[src/rtl/mem_arb_pkg.sv]
// mem_arb_pkg: shared types and default widths for the memory arbiter.
//   state_t : arbiter FSM states (IDLE, ISSUE, WAIT_RD)
//   gnt_t   : one-hot grant encoding (GNT_NONE, GNT_IC, GNT_DC)
//   *_DEF   : default parameter values used by mem_arbiter
package mem_arb_pkg;

  localparam int unsigned ADDR_W_DEF  = 32;
  localparam int unsigned DATA_W_DEF  = 32;
  localparam int unsigned TIMEOUT_DEF = 255;
  localparam int unsigned WE_W        = 4;

  typedef enum logic [1:0] {
    IDLE    = 2'd0,
    ISSUE   = 2'd1,
    WAIT_RD = 2'd2
  } state_t;

  typedef enum logic [1:0] {
    GNT_NONE = 2'b00,
    GNT_IC   = 2'b01,
    GNT_DC   = 2'b10
  } gnt_t;

  // The requester that should be preferred after g has been served.
  function automatic gnt_t other_gnt(input gnt_t g);
    return (g == GNT_IC) ? GNT_DC : GNT_IC;
  endfunction

endpackage

[src/rtl/mem_arb_grant.sv]
// mem_arb_grant: combinational two-way grant selection.
//   ic_valid : icache request valid
//   dc_valid : dcache request valid
//   prio     : requester that wins a tie (GNT_IC or GNT_DC)
//   gnt      : one-hot grant, GNT_NONE when nothing is requested
module mem_arb_grant
  import mem_arb_pkg::*;
(
  input  logic ic_valid,
  input  logic dc_valid,
  input  gnt_t prio,
  output gnt_t gnt
);

  // A lone requester always wins; a tie goes to prio (dcache unless prio says icache).
  always_comb begin
    gnt = GNT_NONE;
    if (ic_valid && dc_valid) begin
      gnt = (prio == GNT_IC) ? GNT_IC : GNT_DC;
    end else if (dc_valid) begin
      gnt = GNT_DC;
    end else if (ic_valid) begin
      gnt = GNT_IC;
    end
  end

endmodule

[src/rtl/mem_arbiter.sv]
// mem_arbiter: arbitrates icache and dcache requests onto a single memory
// port with one outstanding transaction at a time.
//   clk, reset          : clock and synchronous active-high reset
//   ic_req_*            : icache read request (valid/addr) and ready
//   ic_resp_valid       : one-cycle pulse, resp_data holds icache read data
//   dc_req_*            : dcache request (valid/addr/we/wdata) and ready
//   dc_resp_valid       : one-cycle pulse, read data or write ack for dcache
//   resp_data           : read data shared by both response pulses
//   mem_req_*           : memory request channel (valid/ready/addr/we/wdata)
//   mem_resp_valid/data : memory read data return
//   err                 : sticky read-timeout flag, cleared only by reset
// Build option: define MEM_ARB_ROUND_ROBIN_EN to alternate tie winners;
// otherwise the dcache always wins a tie.
module mem_arbiter
  import mem_arb_pkg::*;
#(
  parameter int unsigned ADDR_W  = ADDR_W_DEF,
  parameter int unsigned DATA_W  = DATA_W_DEF,
  parameter int unsigned TIMEOUT = TIMEOUT_DEF
) (
  input  logic              clk,
  input  logic              reset,
  input  logic              ic_req_valid,
  input  logic [ADDR_W-1:0] ic_req_addr,
  output logic              ic_req_ready,
  output logic              ic_resp_valid,
  input  logic              dc_req_valid,
  input  logic [ADDR_W-1:0] dc_req_addr,
  input  logic [WE_W-1:0]   dc_req_we,
  input  logic [DATA_W-1:0] dc_req_wdata,
  output logic              dc_req_ready,
  output logic              dc_resp_valid,
  output logic [DATA_W-1:0] resp_data,
  output logic              mem_req_valid,
  input  logic              mem_req_ready,
  output logic [ADDR_W-1:0] mem_req_addr,
  output logic [WE_W-1:0]   mem_req_we,
  output logic [DATA_W-1:0] mem_req_wdata,
  input  logic              mem_resp_valid,
  input  logic [DATA_W-1:0] mem_resp_data,
  output logic              err
);

  // Counter runs 0..TIMEOUT-1; the last value is the final WAIT_RD cycle.
  localparam int unsigned CNT_W = (TIMEOUT < 2) ? 1 : $clog2(TIMEOUT);
  localparam logic [CNT_W-1:0] CNT_LAST = CNT_W'(TIMEOUT - 1);

  state_t           state;
  gnt_t             prio;
  gnt_t             owner;
  gnt_t             gnt;
  logic [CNT_W-1:0] cnt;
  logic             accept;

  mem_arb_grant u_grant (
    .ic_valid (ic_req_valid),
    .dc_valid (dc_req_valid),
    .prio     (prio),
    .gnt      (gnt)
  );

  // Ready is combinational so a request is accepted in the cycle it is seen.
  assign accept       = !reset && (state == IDLE) && (gnt != GNT_NONE);
  assign ic_req_ready = accept && (gnt == GNT_IC);
  assign dc_req_ready = accept && (gnt == GNT_DC);

  // Arbiter FSM with registered memory fields and response pulses.
  always_ff @(posedge clk) begin
    if (reset) begin
      state         <= IDLE;
      prio          <= GNT_DC;
      owner         <= GNT_NONE;
      cnt           <= '0;
      ic_resp_valid <= 1'b0;
      dc_resp_valid <= 1'b0;
      resp_data     <= '0;
      mem_req_valid <= 1'b0;
      mem_req_addr  <= '0;
      mem_req_we    <= '0;
      mem_req_wdata <= '0;
      err           <= 1'b0;
    end else begin
      ic_resp_valid <= 1'b0;
      dc_resp_valid <= 1'b0;

      case (state)
        IDLE: begin
          if (accept) begin
            owner         <= gnt;
            mem_req_valid <= 1'b1;
            if (gnt == GNT_DC) begin
              mem_req_addr  <= dc_req_addr;
              mem_req_we    <= dc_req_we;
              mem_req_wdata <= dc_req_wdata;
            end else begin
              // icache only ever reads
              mem_req_addr  <= ic_req_addr;
              mem_req_we    <= '0;
              mem_req_wdata <= '0;
            end
`ifdef MEM_ARB_ROUND_ROBIN_EN
            prio <= other_gnt(gnt);
`endif
            state <= ISSUE;
          end
        end

        ISSUE: begin
          if (mem_req_ready) begin
            mem_req_valid <= 1'b0;
            cnt           <= '0;
            if (mem_req_we != '0) begin
              // writes complete on handshake; only the dcache issues them
              dc_resp_valid <= (owner == GNT_DC);
              ic_resp_valid <= (owner == GNT_IC);
              state         <= IDLE;
            end else begin
              state <= WAIT_RD;
            end
          end
        end

        WAIT_RD: begin
          // A response in the last counted cycle still wins over the timeout.
          if (mem_resp_valid) begin
            resp_data     <= mem_resp_data;
            ic_resp_valid <= (owner == GNT_IC);
            dc_resp_valid <= (owner == GNT_DC);
            state         <= IDLE;
          end else if (cnt == CNT_LAST) begin
            err           <= 1'b1;
            resp_data     <= '0;
            ic_resp_valid <= (owner == GNT_IC);
            dc_resp_valid <= (owner == GNT_DC);
            state         <= IDLE;
          end else begin
            cnt <= cnt + CNT_W'(1);
          end
        end

        default: state <= IDLE;
      endcase
    end
  end

endmodule

[config.mk]
export PLATFORM = sky130hd
export DESIGN_NAME = mem_arbiter
export DESIGN_NICKNAME = d
export VERILOG_FILES = /design/src/rtl/mem_arb_pkg.sv /design/src/rtl/mem_arb_grant.sv /design/src/rtl/mem_arbiter.sv
export SDC_FILE = /design/constraint.sdc
export NUM_CORES = 1
export LEC_CHECK = 0
export ABC_AREA = 1
export BUFFER_PORTS_ARGS = -buffer_cell sky130_fd_sc_hd__buf_2
export CORE_MARGIN = 2
export CORE_UTILIZATION = 45
export DETAILED_ROUTE_END_ITERATION = 12
export PLACE_DENSITY = 0.81
export SYNTH_ARGS = -nofsm -noshare
export SYNTH_HDL_FRONTEND = slang
export SYNTH_SLANG_ARGS = --single-unit
[constraint.sdc]
create_clock -name clk -period 1.7 [get_ports clk]
set_clock_uncertainty 0.15 [all_clocks]
set_input_delay 0.34 -clock clk [delete_from_list [all_inputs] [get_ports clk]]
set_output_delay 0.34 -clock clk [all_outputs]
set_load 0.01 [all_outputs]
# After elaboration in Yosys (flattened, before gate mapping)
# Cells that the tools add are included.
# op_classes
add_sub_neg	1
n_eq_ne	12
muxes	31
bitwise_logic	1
reduce_logical	18
# op_table
op	count
$mux 32	4
$mux 8	3
$pmux 8 s2	1
$mux 2	7
$mux 1	11
$reduce_and 3->1	3
$add 8x1->8 const B	1
$eq 8x8->1 const B	1
$ne 2x2->1 const B	4
$reduce_bool 2->1	4
$eq 2x1->1 const B	3
$eq 2x2->1 const B	3
$pmux 1 s2	3
$pmux 2 s3	1
$logic_and 1x1->1	5
$mux 4	1
$reduce_and 2->1	2
$reduce_and 4->1	1
$reduce_bool 4->1	1
$ne 3x3->1 const B	1
$logic_not 2->1	1
$logic_not 1->1	1
$not 1->1	1
# word_totals
reg_bits	116
inputBits	138
out_inout_bits	106
word_cells	74

# Longest topological paths before layout
# logic_depth
ltp_word	7
depth_mapped	10

# Cells and area by module
# A second synthesis with hierarchy kept.
# unflattened
hier_cells	594
hier_area_um2	4652.0
# by_module_without_submodules
mod	n_inst	cells_per_inst	area_per_inst_um2	seq_area_each_um2
mem_arbiter	1	588	4619.4	2322.2
mem_arb_grant	1	6	32.5	0.0

# Least setup slack after synthesis
# No wires, ideal clock.
# synth_path
path_type	register to output
from	register state[0]
to	output dc_req_ready
arrival_time_ns	1.164
required_time_ns	1.210
slack_ns	0.046
path_stages_with_launch	8
n_path_buf	1
cell_sequence	dfxtp_1 inv_1 ha_1 o21ai_4 nor2_1 nand2_1 inv_2 buf_4
# synth_between
elab_chain_cells	4
# synth_lines
item	line	rtl
start: declaration	mem_arbiter.sv:48	state_t state;
start signal: assignment	mem_arbiter.sv:70	state <= IDLE;
start signal: assignment	mem_arbiter.sv:104	state <= ISSUE;
start signal: assignment	mem_arbiter.sv:116	state <= IDLE;
$logic_not 2->1	mem_arbiter.sv:63	assign accept = !reset && (state == IDLE) && (gnt != GNT_NONE);
$logic_and 1x1->1 (2 in a row)	mem_arbiter.sv:63	
$logic_and 1x1->1	mem_arbiter.sv:65	assign dc_req_ready = accept && (gnt == GNT_DC);
end: declaration	mem_arbiter.sv:31	output logic dc_req_ready,
# No other way between the ends.

# Worst setup path in the final report
# Same ends and word-level chain as after synthesis.

==> reports/results.ini <==
[status]
outcome = finished with violations
violated_checks = negative setup slack

[synth]
yosysUniqueCellTypes = 28
seq_area_frac_synth = 0.4924
mappedNetlistNets = 723
synth_compound_area_frac = 0.1109
synth.area.mux_share = 0.06792
register_bit_count_reported_by_yosys = 116
synthSimpleGateAreaFrac = 0.2470
combinational_family_with_the_most_area_after_synthesis = simple AND/OR/NAND/NOR gates
synth-adder-area-share = 0.01327
synthesis.yosys.warnings = 0
syn_area_per_cell_um2 = 8.131
synth.cell_area_mm2 = 0.004716
yosys.area_share.xor_xnor = 0
synth_cells = 580

[finish]
multi_input_area_mm2 = 0.002381
regArea_mm2 = 0.002327
fillers = 647
layout_commonest_cell = sky130_fd_sc_hd__buf_2
design.final.nets = 1064
drive_gt1_frac = 0.4165
layout-area-overhead-vs-synth_pct = 72.43
most-common-layout-cells = 241 x sky130_fd_sc_hd__buf_2, 154 x sky130_fd_sc_hd__nand2_1, 112 x sky130_fd_sc_hd__dfxtp_1

[grt]
first_global_vias = 5173
grt_util_all_layers = 0.2752
globalRoute.totalOverflow = 0
grt_max_degree = 65
first_pass_grt_wire_length_um = 24610
initial_antenna_violation_count = 1

[power]
leakage_nw = 3.920
vdd.ir_drop.worst_v = 0.0007799
power_per_cell_area_mw_per_mm2 = 1051

[timing]
whs_ns = 0.01264
drv_slew = 0
finalHoldViolations = 0
final_min_period_over_clock_period = 1.193
finalCriticalPeriod_ns = 2.028
unrepaired_setup_endpoints_after_global_routing = yes
slew-limit-headroom = 0.7159
final_worst_setup_slack_ns = -0.3280
clock.fmax_mhz = 493.1
number_of_endpoints_failing_setup_at_the_final_stage = 7
worst_pin_slew_ns = 0.4217

[route]
firstDrtPassIters = 6
drc_errors = 0
route.antenna.remaining_nets = 0
wl_per_cell_um = 16.56
routed_via_density = 5.159
via_count = 5525
postRouteWirelength_um = 17740
dr.first_iter.drc_count = 308

[floorplanning]
die_area_mm2 = 0.01131
core_area_mm2 = 0.01023
num_io_pins = 244
initial_utilization = 0.4609
chipHeight_um = 106.4
num_rows = 37
die_w_um = 106.4

[min_path]
min-delay-path-class = input pin to flip-flop

[worst_setup_path]
critical_path_peak_fanout = 3
cp.required_ns = 1.21
critical_path_launch_point_type = flip-flop
setup.worst_path.end_class = output pin
arrival_ns = 1.54
crit_path_category = flip-flop to output pin

[cts]
clock_tree.buffer_depth = 2
cts_tree = yes
clock-sinks = 116
cts_inserted_buffers = 17
clk_root_buffer_cell = sky130_fd_sc_hd__clkbuf_8
clk_pin_slew_ns = 0.06
ctsHtreeMaxLevel = 4
worst_skew_pair.late_latency_ns = 0.50

[place]
buffer_ports.inserted = 243
globalplace.congestion = 0.8362
dp_hpwl_um = 9417
place_ws_ns = 0.02975

[job]
maxCapViolCount = 0

[cell type report]
cell class | count | area share
repair buffers | 359 | 0.3104
multi-input cells | 396 | 0.2928
flip-flops and latches | 116 | 0.2862
clock buffers | 20 | 0.05478
well taps | 136 | 0.02093
clock inverters | 12 | 0.01908
inverters | 31 | 0.01554
diodes | 1 | 0.0003077
[cells in the mapped netlist, drive strengths merged]
cell type  instances  area, µm²
nand4              3      18.77
a31oi              1      6.260
clkbuf            15      63.81
o211ai             1      7.510
buf               22      142.6
nand2            169      636.9
o21bai             2      15.01
o31ai             32      240.2
nand3             73      370.4
inv               31      116.4
ha                 5      62.56
o21a               1      7.510
nor2              25      113.9
mux2i             32      320.3
a21oi             34      170.2
dfxtp            116       2322
o21ai             13      76.33
nor3               5      25.02
[logic make-up (layout without fill, tap and decap cells)]
logic type | Yosys count | in the layout
flops | 116 | 116
compound gates | 84 | 84
buf+inv | 68 | 422
mux | 32 | 32
fa+ha+maj | 5 | 5
other cells | 0 | 1
simple gates | 275 | 275
[sequential cells by signal (all words and copies together) (netlist names)]
name           cells
cnt                8
dc_resp_valid      1
err                1
ic_resp_valid      1
mem_req_addr      32
mem_req_valid      1
mem_req_wdata     32
mem_req_we         4
owner              2
resp_data         32
state              2
[per-stage QoR]
stage	instance area (µm²)	std cells	total power, W	util	setup TNS [ns]
floorplan	4716	580	0.003826	-	0
global placement	6148	944	0.004385	0.6010	0
detailed placement	6148	944	0.004404	0.6010	0
CTS	7528	1052	0.008146	0.7358	-0.6996
global route	8132	1071	0.008862	0.7948	-2.140
finish	8132	1071	0.008549	0.7948	-0.7440
[path summary, 6_finish.rpt]
path / from / slack (ns) / depth (start not counted) / end
hold reg to reg: resp_data[5] / 0.31 / 2 / resp_data[5]
hold / removal: ic_req_addr[17] / 0.01 / 3 / mem_req_addr[17]
setup reg to reg: state[0] / -0.03 / 8 / mem_req_addr[14]
setup / recovery: state[0] / -0.33 / 7 / dc_req_ready
[layer usage]
layer	vias up	global-route usage	part of all wire
li1	2625	-	-
met1	2561	0.3067	0.37
met2	284	0.4945	0.53
met3	55	0.06867	0.064
met4	0	0.1184	0.030
met5	-	0	0
[critical path, cell delays in order (launching register included)]
cell                      delay [ns]
sky130_fd_sc_hd__dfxtp_2        0.33
sky130_fd_sc_hd__inv_2          0.08
sky130_fd_sc_hd__ha_4           0.15
sky130_fd_sc_hd__o21ai_4        0.06
sky130_fd_sc_hd__nor2_2         0.13
sky130_fd_sc_hd__nand2_2        0.09
sky130_fd_sc_hd__inv_4          0.09
sky130_fd_sc_hd__buf_6          0.10
[where the power goes]
| group | switching (W) | internal [W] |
|---|---|---|
| clock network | 0.00128 | 0.00231 |
| registers | 0.000118 | 0.00294 |
| logic | 0.000988 | 0.000904 |
| total | 0.00239 | 0.00616 |
[timing repair]
item / CTS / global route
buffers inserted: 5 / 10
endpoints found under the hold margin: 71 / 1
setup endpoints to repair: 2 / 86
gates cloned: 0 / 9
hold buffers: 71 / 1
resized for setup: 10 / 84
pin swaps: 4 / 20
No activity file was read; power rests on OpenSTA's default activity.
